File: src/rtl/ec_pkg.sv
// Shared definitions for the frame packer: FSM encoding and count-width helper.
package ec_pkg;

  // FILL collects words, HOLD presents a completed frame downstream.
  typedef enum logic {
    FILL = 1'b0,
    HOLD = 1'b1
  } state_t;

  // Bits needed to hold a word count 0..n (used for idx and out_count).
  function automatic int count_w(input int n);
    return (n < 1) ? 1 : $clog2(n + 1);
  endfunction

endpackage

File: src/rtl/word_packer_parity_accum.sv
// parity_accum: width-bit running XOR with clear/seed/enable controls.
// Priority: rst > seed > clr > en. Seed loads the incoming word directly,
// which starts a new frame whose first word arrives with the emission.
module parity_accum #(
  parameter int width = 1
) (
  input  logic             clk,
  input  logic             rst,
  input  logic             clr,
  input  logic             seed,
  input  logic             en,
  input  logic [width-1:0] d,
  output logic [width-1:0] acc
);

  // Accumulator register.
  always_ff @(posedge clk) begin
    if (rst)       acc <= '0;
    else if (seed) acc <= d;
    else if (clr)  acc <= '0;
    else if (en)   acc <= acc ^ d;
  end

endmodule

File: src/rtl/word_packer.sv
// word_packer: serial-to-parallel frame packer feeding the column-XOR stage.
// Collects up to n words of width bits into a flat bus, zero-pads short
// frames (ended early by in_last) and holds each frame until accepted.
// Optional: define WORD_PACKER_PARITY_EN to add out_parity, the column XOR
// of the words in the held frame.
module word_packer
  import ec_pkg::*;
#(
  parameter int width = 1,
  parameter int n     = 1
) (
  input  logic                       clk,
  input  logic                       rst,
  input  logic [width-1:0]           in_data,
  input  logic                       in_valid,
  input  logic                       in_last,
  output logic                       in_ready,
  output logic [width*n-1:0]         out_flat,
  output logic [count_w(n)-1:0]      out_count,
  output logic                       out_valid,
  input  logic                       out_ready
`ifdef WORD_PACKER_PARITY_EN
  , output logic [width-1:0]         out_parity
`endif
);

  localparam int CW = count_w(n);
  localparam logic [CW-1:0] LAST_IDX = CW'(n - 1);

  state_t                    state, state_nxt;
  logic [CW-1:0]             idx, idx_nxt;
  logic [CW-1:0]             cnt_nxt;
  logic [n-1:0][width-1:0]   slots;

  logic          in_hs, out_hs;
  logic [CW-1:0] wr_idx;   // slot targeted by an accepted word
  logic          done;     // accepted word completes the frame
  logic          wr, clr;

  assign out_valid = (state == HOLD);
  // Only combinational path: in HOLD the packer can take a word only when
  // the held frame leaves in the same cycle.
  assign in_ready  = (state == FILL) ? 1'b1 : out_ready;
  assign in_hs     = in_valid && in_ready;
  assign out_hs    = out_valid && out_ready;
  // A word accepted during HOLD always starts the next frame at slot 0.
  assign wr_idx    = (state == HOLD) ? '0 : idx;
  assign done      = (wr_idx == LAST_IDX) || in_last;
  assign out_flat  = slots;

  // Next-state, slot write/clear and count decisions.
  always_comb begin
    state_nxt = state;
    idx_nxt   = idx;
    cnt_nxt   = out_count;
    wr        = 1'b0;
    clr       = 1'b0;
    case (state)
      FILL: begin
        if (in_hs) begin
          wr = 1'b1;
          if (done) begin
            state_nxt = HOLD;
            cnt_nxt   = CW'(wr_idx + 1'b1);
            idx_nxt   = '0;
          end else begin
            idx_nxt   = CW'(wr_idx + 1'b1);
          end
        end
      end
      HOLD: begin
        if (out_hs) begin
          clr     = 1'b1;
          cnt_nxt = '0;
          if (in_hs) begin
            wr = 1'b1;
            if (done) begin
              state_nxt = HOLD;
              cnt_nxt   = CW'(1);
              idx_nxt   = '0;
            end else begin
              state_nxt = FILL;
              idx_nxt   = CW'(1);
            end
          end else begin
            state_nxt = FILL;
            idx_nxt   = '0;
          end
        end
      end
      default: state_nxt = FILL;
    endcase
  end

  // State, index and count registers.
  always_ff @(posedge clk) begin
    if (rst) begin
      state     <= FILL;
      idx       <= '0;
      out_count <= '0;
    end else begin
      state     <= state_nxt;
      idx       <= idx_nxt;
      out_count <= cnt_nxt;
    end
  end

  // Frame buffer: cleared on emission, then the new word (if any) lands.
  always_ff @(posedge clk) begin
    if (rst) begin
      slots <= '0;
    end else begin
      for (int k = 0; k < n; k++) begin
        if (wr && (wr_idx == CW'(k)))
          slots[k] <= in_data;
        else if (clr)
          slots[k] <= '0;
      end
    end
  end

`ifdef WORD_PACKER_PARITY_EN
  // Running parity follows the same clear/reseed rules as the slots.
  parity_accum #(
    .width (width)
  ) u_parity (
    .clk  (clk),
    .rst  (rst),
    .clr  (clr && !wr),
    .seed (clr && wr),
    .en   (wr && !clr),
    .d    (in_data),
    .acc  (out_parity)
  );
`endif

endmodule
File: config.mk
export PLATFORM = sky130hd
export DESIGN_NAME = word_packer
export DESIGN_NICKNAME = d
export VERILOG_FILES = /design/src/rtl/ec_pkg.sv /design/src/rtl/word_packer_parity_accum.sv /design/src/rtl/word_packer.sv
export SDC_FILE = /design/constraint.sdc
export NUM_CORES = 1
export LEC_CHECK = 0
export BUFFER_PORTS_ARGS = -buffer_cell sky130_fd_sc_hd__buf_2
export CORE_AREA = 2 2 39 41
export DETAILED_ROUTE_END_ITERATION = 7
export DIE_AREA = 0 0 41 43
export PLACE_DENSITY = 0.46
export REMOVE_ABC_BUFFERS = 1
export SYNTH_ARGS = -nofsm -noshare
export SYNTH_HDL_FRONTEND = slang
export SYNTH_SLANG_ARGS = --single-unit
File: constraint.sdc
create_clock -name clk -period 1.5 [get_ports clk]
set_clock_uncertainty 0.1 [all_clocks]
set_input_delay 0.15 -clock clk [delete_from_list [all_inputs] [get_ports clk]]
set_output_delay 0.15 -clock clk [all_outputs]
set_load 0.02 [all_outputs]
# Yosys cells after proc, flatten, opt, wreduce, memory -nomap -nowiden
# Index checks and enable logic that the tools add are counted.
# word_totals
register_bits	4
elab_cells	40
# classes
addsub	1
n_eq_ne	3
n_mux	23
n_bitwise	2
reduce_logical	7
# op_table
op	count
2-to-1 mux 1 bit	19
case mux 1 bit (2 select lines)	4
!= test 2 bit, second input constant	2
logical AND 1 bit	3
AND reduction 3 bit	1
!= test 2 x 1 -> 1 bit, second input constant	1
NOT 1 bit	2
AND reduction 2 bit	1
nonzero test 2 bit	1
adder 1 bit, second input constant	1
logical OR 1 bit	1

# Longest topological paths before layout
# logic_depth
depth_word	7
depth_mapped	4
ltp_nobuf	3

# Worst setup path after synthesis
# No wires, ideal clock.
# synth_timing
path_type	reg2reg
from	register state (netlist: out_valid)
to	register out_count
setup_ns	0.121
t_arrival_ns	0.953
required_ns	1.279
slack_ns	0.326
stages_incl_launch_ff	4
n_path_buf	0
cell_sequence	dfxtp_1 > nand2b_2 > a21oi_1 > nor4_1
# synth_between
word_cells_on_any_way	18
# synth_rtl
element	line	text
from (decl)	word_packer.sv:30	state_t state, state_nxt;
from (signal assigned)	word_packer.sv:102	state <= state_nxt;
2-to-1 mux 1 bit *	word_packer.sv:43	assign in_ready = (state == FILL) ? 1'b1 : out_ready;
net in_ready	word_packer.sv:17	output logic in_ready,
logical AND 1 bit *	word_packer.sv:44	assign in_hs = in_valid && in_ready;
2-to-1 mux 1 bit	word_packer.sv:75	if (in_hs) begin
2-to-1 mux 1 bit	word_packer.sv:72	if (out_hs) begin
case mux 1 bit (2 select lines)	word_packer.sv:58	case (state)
to (signal assigned)	word_packer.sv:104	out_count <= cnt_nxt;
to (decl)	word_packer.sv:19	output logic [count_w(n)-1:0] out_count,
# Mark *: on every way through the listed nets, which the timed path passes. The rest lies on a longest branch. The select of a mux whose other input is x is not followed.
# A chain may end at the register's enable or synchronous reset.

# Worst setup path after layout
# layout_timing
from	register state (netlist: out_valid)
to	output port in_ready
# layout_between
elab_chain_len	1
# layout_lines
element	line
2-to-1 mux 1 bit	word_packer.sv:43
to (decl)	word_packer.sv:17
# Every way passes these cells.

==> parameters.txt <==
Parameter                              Value

Pwr
  Switching share of power    a little over a quarter
  Switching power    between 0.08 and 0.09 mW
  Power share of the sequential group    39.2%
  Power per unit of standard cell area    ~1100 mW/mm2
  Leakage power summed over all cells    approximately 0.12 nW
  Fraction of power consumed by combinational cells    16.4%
  Worst vdd rail ir drop    around 430 uV
  Internal portion of total power    0.225 mW
  Part of the total power dissipated in the clock network    roughly 44%

Clock tree
  Clock edge transition at the registers on the reported setup and hold paths    roughly 0.04 ns
  Maximum level of the CTS H-tree    1
  CTS Hold Bufs    0
  # resized after CTS    0
  Sinks on the clock net    4
  Count of buffers added by post-CTS timing repair for setup    0
  Clock latency of the later-clocked register in the worst-skew pair    0.24 ns
  Buffer type at the clock tree root    sky130_fd_sc_hd__clkbuf_4
  CTS tree    yes
  Max Buffers Root-to-Sink    2
  TritonCTS buffer count    3

Die
  Die extent in x    slightly above 40 um
  IO Count    10
  Effective utilization at floorplan    15.6%
  Overall die height    between 40 and 50 um
  Die area    approximately 0.0018 mm2
  Number of rows created at floorplan    14
  Area of the core    between 0.001 and 0.0015 mm2

Routing
  Vias per inst    roughly 4.3
  Initial DRC count    8
  Average routed wire per standard cell    slightly below 10 um
  Total Routed Length    505 um
  Post-route DRC violation count    0
  Via count    ~220
  First-pass iteration count of the detailed router    3
  Antenna-violating nets left    0

Placed design
  Weighted congestion at the end of routability-driven global placement    between 0.6 and 0.7
  Placed cell areas    between 200 and 300 um2
  Number of buffers added on ports    9
  Place WS    0.479 ns
  Final HPWL DP    approximately 370 um

Critical path
  Critical path arrival    roughly 1.0 ns
  Kind of end point of the critical path    output pin
  Startpoint kind of the worst setup timing path    register
  CP required    approximately 1.3 ns
  Worst Path Max Fanout    8
  Setup Crit Path Kind    reg2out

STA
  Min setup slack post-route    0.242 ns
  Number of setup violations in the final report    0
  Period utilization    83.9%
  Fmax    roughly 790 MHz
  Final Max Tran Viols    0
  Final-layout setup total negative slack    0 ns
  Time the final worst path needs with I/O delays and setup    approximately 1.3 ns
  Final hold vios    0
  RSZ-0062 raised after global routing    false
  Worst relative slew slack    79.7%
  Actual transition at the worst max-transition pin    0.304 ns

Synth
  Register bit total from synthesis    4
  Distinct cell type count of the synthesized netlist    17
  Synth Area in Adders    0%
  Largest family of logic cells by synthesized area    compound AO/OA/AOI/OAI gates
  Multiplexer share of the synthesized area    0%
  Synthesized netlist cell count    24
  Most area-consuming cells after synthesis    sky130_fd_sc_hd__dfxtp_1 37%, sky130_fd_sc_hd__a311oi_2 6.9%, sky130_fd_sc_hd__a211oi_2 5.8%
  Synth area leader    sky130_fd_sc_hd__dfxtp_1
  Area fraction in and, or, nand and nor cells after synthesis    25.4%
  Synthesized-area fraction occupied by ao, oa, aoi and oai cells    slightly below 30%
  XOR/XNOR Fraction of Synth Area    0%
  Fraction of post-synthesis cell area in the top cell type by area    around 37%
  Syn. warnings    0
  Netlist area before placement    ~220 um2
  Mean area per synthesized cell    9.02 um2
  Sequential share of the synthesized area    a little under two fifths

Final layout
  Fill cells    around 150
  Area of all placed cells without fillers    293 um2
  Layout overhead on the synthesized area    35.3%
  Net count reported at finish    43
  Proportion of layout cells with a drive suffix above 1    approximately 43%
  Inserted Diodes    0

Global routing
  Global-route wire length before repair    just over 800 um
  Largest net degree at the start of global routing    10
  Initial antenna violation count    0
  Global routing usage summed across all routing layers    7.93%
  Total gr overflow    0
  Vias in the first global route    roughly 190

Worst hold path
  Worst min path class    in2reg

Status
  Result of the run    finished, final reports clean

Run
  Reported max-cap violation count    0
-- final cells by class --
cell class / count / area, um2 / area share (%)
well taps: 16 / 20.0 / 6.84
repair buffers: 9 / 45.0 / 15.4
clock buffers: 3 / 22.5 / 7.69
multi-input cells: 17 / 118 / 40.2
flip-flops and latches: 4 / 80.1 / 27.4
inverters: 2 / 7.51 / 2.56
-- cells in the final DEF (no fill, tap or decap) --
cell type                  synthesis  final
sky130_fd_sc_hd__nand3_1           1      1
sky130_fd_sc_hd__nor3b_1           1      1
sky130_fd_sc_hd__a21oi_1           2      2
sky130_fd_sc_hd__buf_2             0      9
sky130_fd_sc_hd__o21a_1            1      1
sky130_fd_sc_hd__a211oi_1          1      1
sky130_fd_sc_hd__nand2b_1          1      1
sky130_fd_sc_hd__nand2b_2          1      1
sky130_fd_sc_hd__dfxtp_1           4      4
sky130_fd_sc_hd__a211oi_2          1      1
sky130_fd_sc_hd__inv_1             2      2
sky130_fd_sc_hd__nor4_1            1      1
sky130_fd_sc_hd__nor3_1            1      1
sky130_fd_sc_hd__o21ai_0           2      2
sky130_fd_sc_hd__a311oi_2          1      1
sky130_fd_sc_hd__clkbuf_4          0      3
sky130_fd_sc_hd__and3b_1           1      1
sky130_fd_sc_hd__nand2_1           2      2
-- registers in the layout, summed over array words and instances, names as in the netlist --
name and flops:
out_flat 1, out_valid 1, out_count 1, idx 1
-- power by group through the flow --
stage | sequential, mW | combinational (mW) | clock, mW
after global routing | 0.123 | 0.0551 | 0.149
after global placement | 0.123 | 0.0517 | 0
after floorplan | 0.130 | 0.0218 | 0
after detailed placement | 0.123 | 0.0510 | 0
final | 0.122 | 0.0509 | 0.137
after CTS | 0.121 | 0.0516 | 0.141
-- Yosys cell counts (all sizes together) --
library cell  number
a311oi             1
buf                1
nor3b              1
a21oi              2
a211oi             2
nand2              2
nor3               1
nand3              1
dfxtp              4
nor4               1
o21ai              2
inv                2
o21a               1
nand2b             2
and3b              1
-- stage by stage --
stage	hold WS, ns	util [%]	power (mW)	cells
after floorplan	0.119	-	0.152	23
after global placement	0.281	19.5	0.175	48
after CTS	0.0244	21.2	0.314	51
after detailed placement	0.277	19.5	0.174	48
final	0.0290	21.2	0.310	51
after global routing	0.0205	21.2	0.327	51
-- layer usage --
layer  wire length (um)  GRT usage (%)
met1                234           10.3
met2                183           7.19
met3                 79           7.85
met4                  8           6.00
met5                  0              0
-- worst max-delay path, stage by stage (launching register included) --
cell	delay, ns
sky130_fd_sc_hd__dfxtp_1	0.49
sky130_fd_sc_hd__nand2b_2	0.11
sky130_fd_sc_hd__buf_2	0.17
-- kinds of logic (layout without fill, tap and decap cells) --
| logic type | count (synthesis) | after routing |
|---|---|---|
| AO/OA/AOI/OAI | 8 | 8 |
| AND/OR/NAND/NOR | 9 | 9 |
| flip-flops | 4 | 4 |
| buffers and inverters | 3 | 14 |
-- final timing paths --
path	start	to	slack, ns	depth (start not counted)
worst max-delay path	out_valid$_SDFF_PP0_	in_ready	0.24	2
worst min register to register	idx$_SDFFE_PP0P_	idx$_SDFFE_PP0P_	0.41	2
worst max register to register	out_valid$_SDFF_PP0_	out_count$_SDFFE_PP0P_	0.47	3
worst min-delay path	rst	out_valid$_SDFF_PP0_	0.03	2
(Power assumes the default switching activity.)
